`config.mk`:
```
export PLATFORM = sky130hd
export DESIGN_NAME = stopwatch_counter
export DESIGN_NICKNAME = d
export VERILOG_FILES = /design/src/rtl/stopwatch_counter.sv
export SDC_FILE = /design/constraint.sdc
export NUM_CORES = 1
export LEC_CHECK = 0
export BUFFER_PORTS_ARGS = -buffer_cell sky130_fd_sc_hd__buf_2
export CORE_ASPECT_RATIO = 1.4
export CORE_MARGIN = 4
export CORE_UTILIZATION = 50
export CTS_CLUSTER_DIAMETER = 150
export CTS_CLUSTER_SIZE = 12
export DETAILED_ROUTE_END_ITERATION = 12
export GPL_TIMING_DRIVEN = 0
export PLACE_DENSITY = 0.7
export SLEW_MARGIN = 20
export SYNTH_ARGS = -nofsm -noshare
export SYNTH_HDL_FRONTEND = slang
export SYNTH_SLANG_ARGS = --single-unit
```
`constraint.sdc`:
```
create_clock -name sys_clk -period 2.6 [get_ports sys_clk]
set_input_delay 0.13 -clock sys_clk [delete_from_list [all_inputs] [get_ports sys_clk]]
set_output_delay 0.13 -clock sys_clk [all_outputs]
set_load 0.02 [all_outputs]
```
`src/rtl/stopwatch_counter.sv`:
```
// stopwatch_counter
//
// Minutes:seconds stopwatch with run/pause control, a field-by-field
// adjust mode, and an optional lap (display freeze) feature.
//
// Parameters
//   MIN_MAX     highest minutes value before wrap (1..99)
//   SEC_MAX     highest seconds value before wrap (1..59)
//
// Ports
//   sys_clk     system clock, all logic on its rising edge
//   rst         synchronous active-high reset
//   onehz_clk   1 Hz square wave, sampled as data; rising edge = count tick
//   twohz_clk   2 Hz square wave, sampled as data; rising edge = adjust tick
//   pause_pulse single-cycle pulse toggling RUN/PAUSED (ignored in ADJUST)
//   adj         level, 1 = adjust mode
//   sel         adjust field select, 0 = seconds, 1 = minutes
//   lap_pulse   single-cycle pulse toggling display freeze
//   min_tens, min_ones, sec_tens, sec_ones   registered BCD digits
//   running     registered, 1 only in the RUN state
//
// Configuration
//   STOPWATCH_LAP_EN  when defined, lap_pulse freezes/unfreezes the digits
//                     while the count keeps advancing. When undefined,
//                     lap_pulse is ignored and the digits follow the count.

module stopwatch_counter #(
    parameter int MIN_MAX = 99,
    parameter int SEC_MAX = 59
) (
    input  logic       sys_clk,
    input  logic       rst,
    input  logic       onehz_clk,
    input  logic       twohz_clk,
    input  logic       pause_pulse,
    input  logic       adj,
    input  logic       sel,
    input  logic       lap_pulse,
    output logic [3:0] min_tens,
    output logic [3:0] min_ones,
    output logic [3:0] sec_tens,
    output logic [3:0] sec_ones,
    output logic       running
);

    localparam logic [6:0] MIN_LIM = 7'(MIN_MAX);
    localparam logic [5:0] SEC_LIM = 6'(SEC_MAX);

    typedef enum logic [1:0] {
        ST_PAUSED = 2'd0,
        ST_RUN    = 2'd1,
        ST_ADJUST = 2'd2
    } state_t;

    state_t     state;
    state_t     state_next;
    state_t     resume_state;
    state_t     resume_next;
    logic [6:0] min_cnt;
    logic [6:0] min_next;
    logic [5:0] sec_cnt;
    logic [5:0] sec_next;
    logic       onehz_prev;
    logic       twohz_prev;
    logic       primed;
    logic       tick_1hz;
    logic       tick_2hz;
    logic       hold_display;

    // The edge history is cleared by reset, so a wave that is already high
    // would look like a fresh rising edge right after reset. 'primed' stays
    // low for that first cycle and masks it.
    assign tick_1hz = primed & onehz_clk & ~onehz_prev;
    assign tick_2hz = primed & twohz_clk & ~twohz_prev;

    // Mode control. adj has priority over everything; the mode held before
    // entering ADJUST is remembered so leaving ADJUST resumes it.
    always_comb begin
        state_next  = state;
        resume_next = resume_state;
        if (adj) begin
            if (state != ST_ADJUST) begin
                resume_next = state;
            end
            state_next = ST_ADJUST;
        end else if (state == ST_ADJUST) begin
            state_next = resume_state;
        end else if (pause_pulse) begin
            state_next = (state == ST_RUN) ? ST_PAUSED : ST_RUN;
        end
    end

    // Count update follows the current state, so a tick arriving together
    // with a pause pulse still lands before the pause takes effect. In
    // ADJUST each field wraps on its own with no carry.
    always_comb begin
        min_next = min_cnt;
        sec_next = sec_cnt;
        case (state)
            ST_RUN: begin
                if (tick_1hz) begin
                    if (sec_cnt == SEC_LIM) begin
                        sec_next = 6'd0;
                        min_next = (min_cnt == MIN_LIM) ? 7'd0 : min_cnt + 7'd1;
                    end else begin
                        sec_next = sec_cnt + 6'd1;
                    end
                end
            end
            ST_ADJUST: begin
                if (tick_2hz) begin
                    if (sel) begin
                        min_next = (min_cnt == MIN_LIM) ? 7'd0 : min_cnt + 7'd1;
                    end else begin
                        sec_next = (sec_cnt == SEC_LIM) ? 6'd0 : sec_cnt + 6'd1;
                    end
                end
            end
            default: begin
                min_next = min_cnt;
                sec_next = sec_cnt;
            end
        endcase
    end

`ifdef STOPWATCH_LAP_EN
    logic freeze;
    logic freeze_next;

    // Adjusting a frozen display would be invisible, so adj forces the
    // freeze off.
    always_comb begin
        freeze_next = freeze;
        if (adj) begin
            freeze_next = 1'b0;
        end else if (lap_pulse) begin
            freeze_next = ~freeze;
        end
    end

    // The digits load on the cycle freeze turns on (capturing the live
    // value) and on the cycle it turns off; they hold only while freeze
    // stays set.
    assign hold_display = freeze & freeze_next;

    always_ff @(posedge sys_clk) begin
        if (rst) begin
            freeze <= 1'b0;
        end else begin
            freeze <= freeze_next;
        end
    end
`else
    logic unused_lap;

    assign unused_lap   = lap_pulse;
    assign hold_display = 1'b0;
`endif

    // State, count, edge history and the display registers. The digits are
    // converted from the registered count, so they trail it by one cycle.
    always_ff @(posedge sys_clk) begin
        if (rst) begin
            state        <= ST_PAUSED;
            resume_state <= ST_PAUSED;
            min_cnt      <= 7'd0;
            sec_cnt      <= 6'd0;
            onehz_prev   <= 1'b0;
            twohz_prev   <= 1'b0;
            primed       <= 1'b0;
            running      <= 1'b0;
            min_tens     <= 4'd0;
            min_ones     <= 4'd0;
            sec_tens     <= 4'd0;
            sec_ones     <= 4'd0;
        end else begin
            state        <= state_next;
            resume_state <= resume_next;
            min_cnt      <= min_next;
            sec_cnt      <= sec_next;
            onehz_prev   <= onehz_clk;
            twohz_prev   <= twohz_clk;
            primed       <= 1'b1;
            running      <= (state_next == ST_RUN);
            if (!hold_display) begin
                min_tens <= 4'(min_cnt / 7'd10);
                min_ones <= 4'(min_cnt % 7'd10);
                sec_tens <= 4'(sec_cnt / 6'd10);
                sec_ones <= 4'(sec_cnt % 6'd10);
            end
        end
    end

endmodule
```
* Yosys cells after proc, flatten, opt, wreduce, memory -nomap -nowiden *
Cells that the tools add are included.

storage, ports and cells
  bits in registers = 37
  output and inout bits = 17
  bits of input ports = 8
  logic and storage cells = 55

cells by class
  reduce and logical (&&, ||, !) cells = 4
  bitwise operators = 6
  muxes and demuxes = 16
  equal/unequal tests = 11
  div/mod/pow operators = 4
  $add $sub $neg = 2

operators with widths
  cell                                                  number
  2-to-1 mux 7 bit                                      5
  2-to-1 mux 6 bit                                      4
  case mux 7 bit (2 select lines)                       1
  case mux 6 bit (2 select lines)                       1
  != test 2 bit, second input constant                  5
  adder 7 x 1 -> 7 bit, second input constant           1
  divider 7 x 4 -> 7 bit, second input constant         1
  == test 7 bit, second input constant                  1
  remainder unit 7 x 4 -> 7 bit, second input constant  1
  adder 6 x 1 -> 6 bit, second input constant           1
  divider 6 x 4 -> 6 bit, second input constant         1
  == test 6 bit, second input constant                  1
  remainder unit 6 x 4 -> 6 bit, second input constant  1
  2-to-1 mux 2 bit                                      3
  AND reduction 5 bit                                   1
  AND 1 bit                                             4
  == test 2 x 1 -> 1 bit, second input constant         2
  AND reduction 4 bit                                   1
  == test 2 bit, second input constant                  1
  2-to-1 mux 1 bit                                      2
  != test 2 x 1 -> 1 bit, second input constant         1
  NOT 1 bit                                             2
  AND reduction 2 bit                                   1
  nonzero test 2 bit                                    1

* Depth between registers and ports, before layout *
  word-level depth = 6
  mapped depth = 13
  mapped depth without buffers = 12

* Worst setup path before layout *
No wires, ideal clock.

  kind = flip-flop to flip-flop
  start = register min_cnt[4]
  end = register min_ones[2]
  period minus slack after synthesis = 2.319 ns
  required time = 2.514 ns
  buffers on the path = 2
  data arrival time = 2.234 ns
  library setup time = 0.086 ns
  stages on the path, launching flop included = 13
  slack = 0.281 ns
  path through = dfxtp_1 buf_6 buf_2 nand2b_1 o21ai_0 a21oi_1 o21a_1 ha_1 inv_1 a31o_2 nor4_4 nor2b_1 a211oi_1

between the ends
  word-level cells in the longest chain between the ends = 1

ends and longest elaborated chain
  item                           line  RTL
  from (decl)                    59    logic [6:0] min_cnt;
  from (signal assigned)         179   min_cnt <= min_next;
  remainder unit 7 x 4 -> 7 bit  187   min_ones <= 4'(min_cnt % 7'd10);
  to (signal assigned)           187
  to (decl)                      40    output logic [3:0] min_ones,

No other way between the ends.
A chain may end at the register's enable or synchronous reset.

* Final worst setup path *
  start = register min_cnt[6]
  end = register min_ones[2]

Same word-level chain as after synthesis.

==> run summary <==
STA puts the critical path data arrival time at 2580 ps. Hold is met by 58.7 ps. After synthesis, the mean cell area works out to 8.16 sq um.

The number of different library cells in the post-synthesis netlist came out at 60. During synthesis, Yosys emitted a total of 0 warnings. Clock tree synthesis inserted a total of 5 buffers.

CTS built an H-tree with a depth of 2. For this configuration, the core starts out at a cell density of 51.8%. The most common flop cell mapped by yosys is sky130_fd_sc_hd__dfxtp_1. The global-route wire length before repair is 8380 um. The design draws 1.03 mW. The signal on the critical path passes through clkbuf_4, clkbuf_4, nand2b_4, o21ai_0, a21oi_1, o21a_1, ha_4, inv_1, a31o_2, nor4_4, buf_4, a211oi_2. The number of I/O pins is 25. The number of global-route vias before repair is 1827.

The slowest stage of the critical path belongs to the cell sky130_fd_sc_hd__nor4_4. The utilization after layout is 60.2%. The routed layout has 1961 vias. Global routing finished with a remaining overflow of 0. The setup path with the least slack is of type flop to flop. The run finished with clean final reports. The number of hold buffers added after CTS was 0. STA classifies the critical path startpoint as a flop. The data required time at the worst endpoint came out at 2740 ps. Of the synthesized area, sequential elements account for 32.8%.

The number of nets with antenna violations after routing is 0. The final count of hold timing violations is 0. For the pin with the worst max-slew slack, the measured transition is 687 ps. The final routed wirelength across all metal layers came out at 4890 um. The endpoint type of the worst setup path is a flop.

The number of enable flip-flop cells after synthesis is 0. The maximum root-to-sink buffer count came out at 2. Setup violations remaining at the end of the flow were counted as 0. The count of standard-cell rows came out at 28. Clock-pin slew was measured on the worst setup and hold paths at 70 ps.

The path class of the tightest hold or removal check is input pin to flop. The worst IR drop on VDD came out at 0.236 mV. Buffers placed on the I/O ports in this run total 22. The number of design-rule violations left by the first detailed-router iteration is 156. In this run the vertical extent of the chip is 86.4 um. The worst slew margin relative to its limit is 53.8%. The first TritonRoute pass finished after 4 iterations. The highest achievable clock rate came out at 0.410 GHz.

The global placement routability congestion came out at 0.908. The final critical path takes up 93.9% of the cycle. The cell that appears most often on the critical path is sky130_fd_sc_hd__clkbuf_4.

The total leakage power is 1.03 nW. In the synthesized netlist the async set-or-reset flop fraction comes to 0%. The routed via count divided by cell count is 5.45. At the end of the flow, the number of nets in the layout was 317. The post-detailed-route DRC marker count is 0. The number of max-capacitance violations reported came out at 0. The total global routing track utilization is 18.8%. The post-DP HPWL came out at 3550 um. The wire length per cell is 13.6 um.

Of all nets on the critical path, the largest fanout is 10. The core box area is 4240 sq um. The initial antenna violation count is 0. The total inserted antenna cells is 0. The ratio of total power to cell area is 403 nW/um^2. The number of slew-limit violations in the final report is 0. The die extent in x came out at 64.0 um. The area of the die came out at 5530 sq um.

After layout, the minimum clock period comes to 2440 ps. The CTS sink count is 36. The area growth from synthesis to final layout came out at 16.4%.

For this run, the slowest stage of the critical path takes 340 ps. TritonCTS built the clock tree. The count of state elements after synthesis came out at 36. In this run the cell area of the synthesized design comes to 2190 sq um. The number of nets in the synthesized netlist came out at 287.

The pin count of the biggest net entering global routing is 20. The gate count after technology mapping came out at 269. The share of post-route cells with drive strength above 1 is 21.7%.

The aggregate negative setup slack came out at 0 ps. The worst clock skew is 4.64 ps. The later pin in the worst-skew pair is clocked with a latency of 280 ps. Clock tree synthesis selected as its root buffer the cell sky130_fd_sc_hd__clkbuf_8.
cells by family after synthesis:
| logic type | Yosys count | share of synthesized area [%] |
|---|---|---|
| and+or+nand+nor | 102 | 27.6 |
| AOI/OAI and AO/OA | 81 | 23.3 |
| DFF | 36 | 32.8 |
| buffers and inverters | 30 | 6.73 |
| adders and majority gates | 10 | 5.70 |
| xor gates and xnor gates | 7 | 2.79 |
| muxes | 2 | 0.912 |
| other | 1 | 0.171 |
metrics by stage:
stage | area (sq um) | setup slack, ps | instances
2_1_floorplan | 2190 | 281 | 269
3_3_place_gp | 2380 | -138 | 351
3_5_place_dp | 2380 | -162 | 351
4_1_cts | 2490 | 26.1 | 359
5_1_grt | 2550 | -21.6 | 360
6_report | 2550 | 160 | 360
synthesized netlist by cell type, drive strengths merged, types with 2 or more instances:
library cell | instances | area, sq um
and3 | 4 | 25.0
nand2b | 5 | 31.3
mux2i | 2 | 20.0
nor2b | 12 | 85.1
xor2 | 3 | 26.3
o21ai | 22 | 110
nor2 | 20 | 82.6
o211ai | 2 | 15.0
nand3 | 2 | 10.0
nor4bb | 3 | 30.0
or3 | 6 | 37.5
ha | 10 | 125
inv | 11 | 41.3
nor3b | 4 | 30.0
o22ai | 2 | 12.5
a21oi | 31 | 155
nand4 | 3 | 18.8
a211oi | 5 | 37.5
nor4 | 2 | 27.5
and2b | 2 | 15.0
a31oi | 2 | 12.5
nor4b | 2 | 17.5
nor3 | 6 | 30.0
xnor2 | 4 | 35.0
nand3b | 4 | 30.0
clkbuf | 6 | 22.5
o21a | 4 | 30.0
buf | 13 | 83.8
dfxtp | 36 | 721
nand2 | 18 | 70.1
and2 | 4 | 25.0
per-layer routing:
| layer | GRT usage [%] | vias to the layer above | part of all wire (%) |
|---|---|---|---|
| met4 | 8.06 | 0 | 0.59 |
| met3 | 3.89 | 2 | 2.6 |
| li1 | - | 1017 | - |
| met1 | 21.3 | 909 | 42 |
| met2 | 33.9 | 33 | 55 |
| met5 | 0 | - | 0 |
area by class of cell:
class                           count  area [sq um]
Clock buffer                        8          90.1
Timing Repair Buffer               24           125
Tap cell                           60          75.1
Fill cell                         389          1690
Buffer                             18           115
Multi-Input combinational cell    203          1380
Sequential cell                    36           723
Inverter                           11          41.3
sequential cells by signal, summed over array words and instances (netlist names), 2 cells and up:
register and count:
min_cnt 7, sec_cnt 6, min_ones 4, min_tens 4, sec_ones 4, sec_tens 3
resume_state 2, state 2
critical path, delay by kind of cell, from the launching register on:
| kind | cells | cell delay (ps) |
|---|---|---|
| compound gates | 5 | 720 |
| buf+inv | 4 | 640 |
| simple gates | 2 | 430 |
| flops | 1 | 320 |
| fa+ha+maj | 1 | 170 |
cells in the final DEF (no fill, tap or decap), types with 6 or more instances in the layout:
cell                       instances
sky130_fd_sc_hd__nor3_1            6
sky130_fd_sc_hd__o21ai_0          20
sky130_fd_sc_hd__nand2_1          17
sky130_fd_sc_hd__nor2b_1           9
sky130_fd_sc_hd__ha_1              9
sky130_fd_sc_hd__dfxtp_1          34
sky130_fd_sc_hd__or3_1             6
sky130_fd_sc_hd__clkbuf_8          6
sky130_fd_sc_hd__nor2_1           19
sky130_fd_sc_hd__buf_4             6
sky130_fd_sc_hd__a21oi_1          29
sky130_fd_sc_hd__buf_2            26
sky130_fd_sc_hd__inv_1            10
report_power, final:
group	switching, mW	leakage, nW	internal (mW)
Clock	0.177	0.0455	0.216
Sequential	0.00841	0.293	0.561
Combinational	0.0391	0.687	0.0267
what timing repair did:
action,4_1_cts,5_1_grt
buffers inserted,1,1
pin swaps,1,5
gates resized for setup,9,14
setup endpoints to repair,3,4
final timing paths:
check,end,slack [ps],startpoint,cells after the start
setup / recovery,min_ones[2],160,min_cnt[6],12
hold / removal,state[0],60,rst,2
setup reg to reg,min_ones[2],160,min_cnt[6],12
hold reg to reg,resume_state[0],480,resume_state[0],2
(Power assumes the default switching activity.)
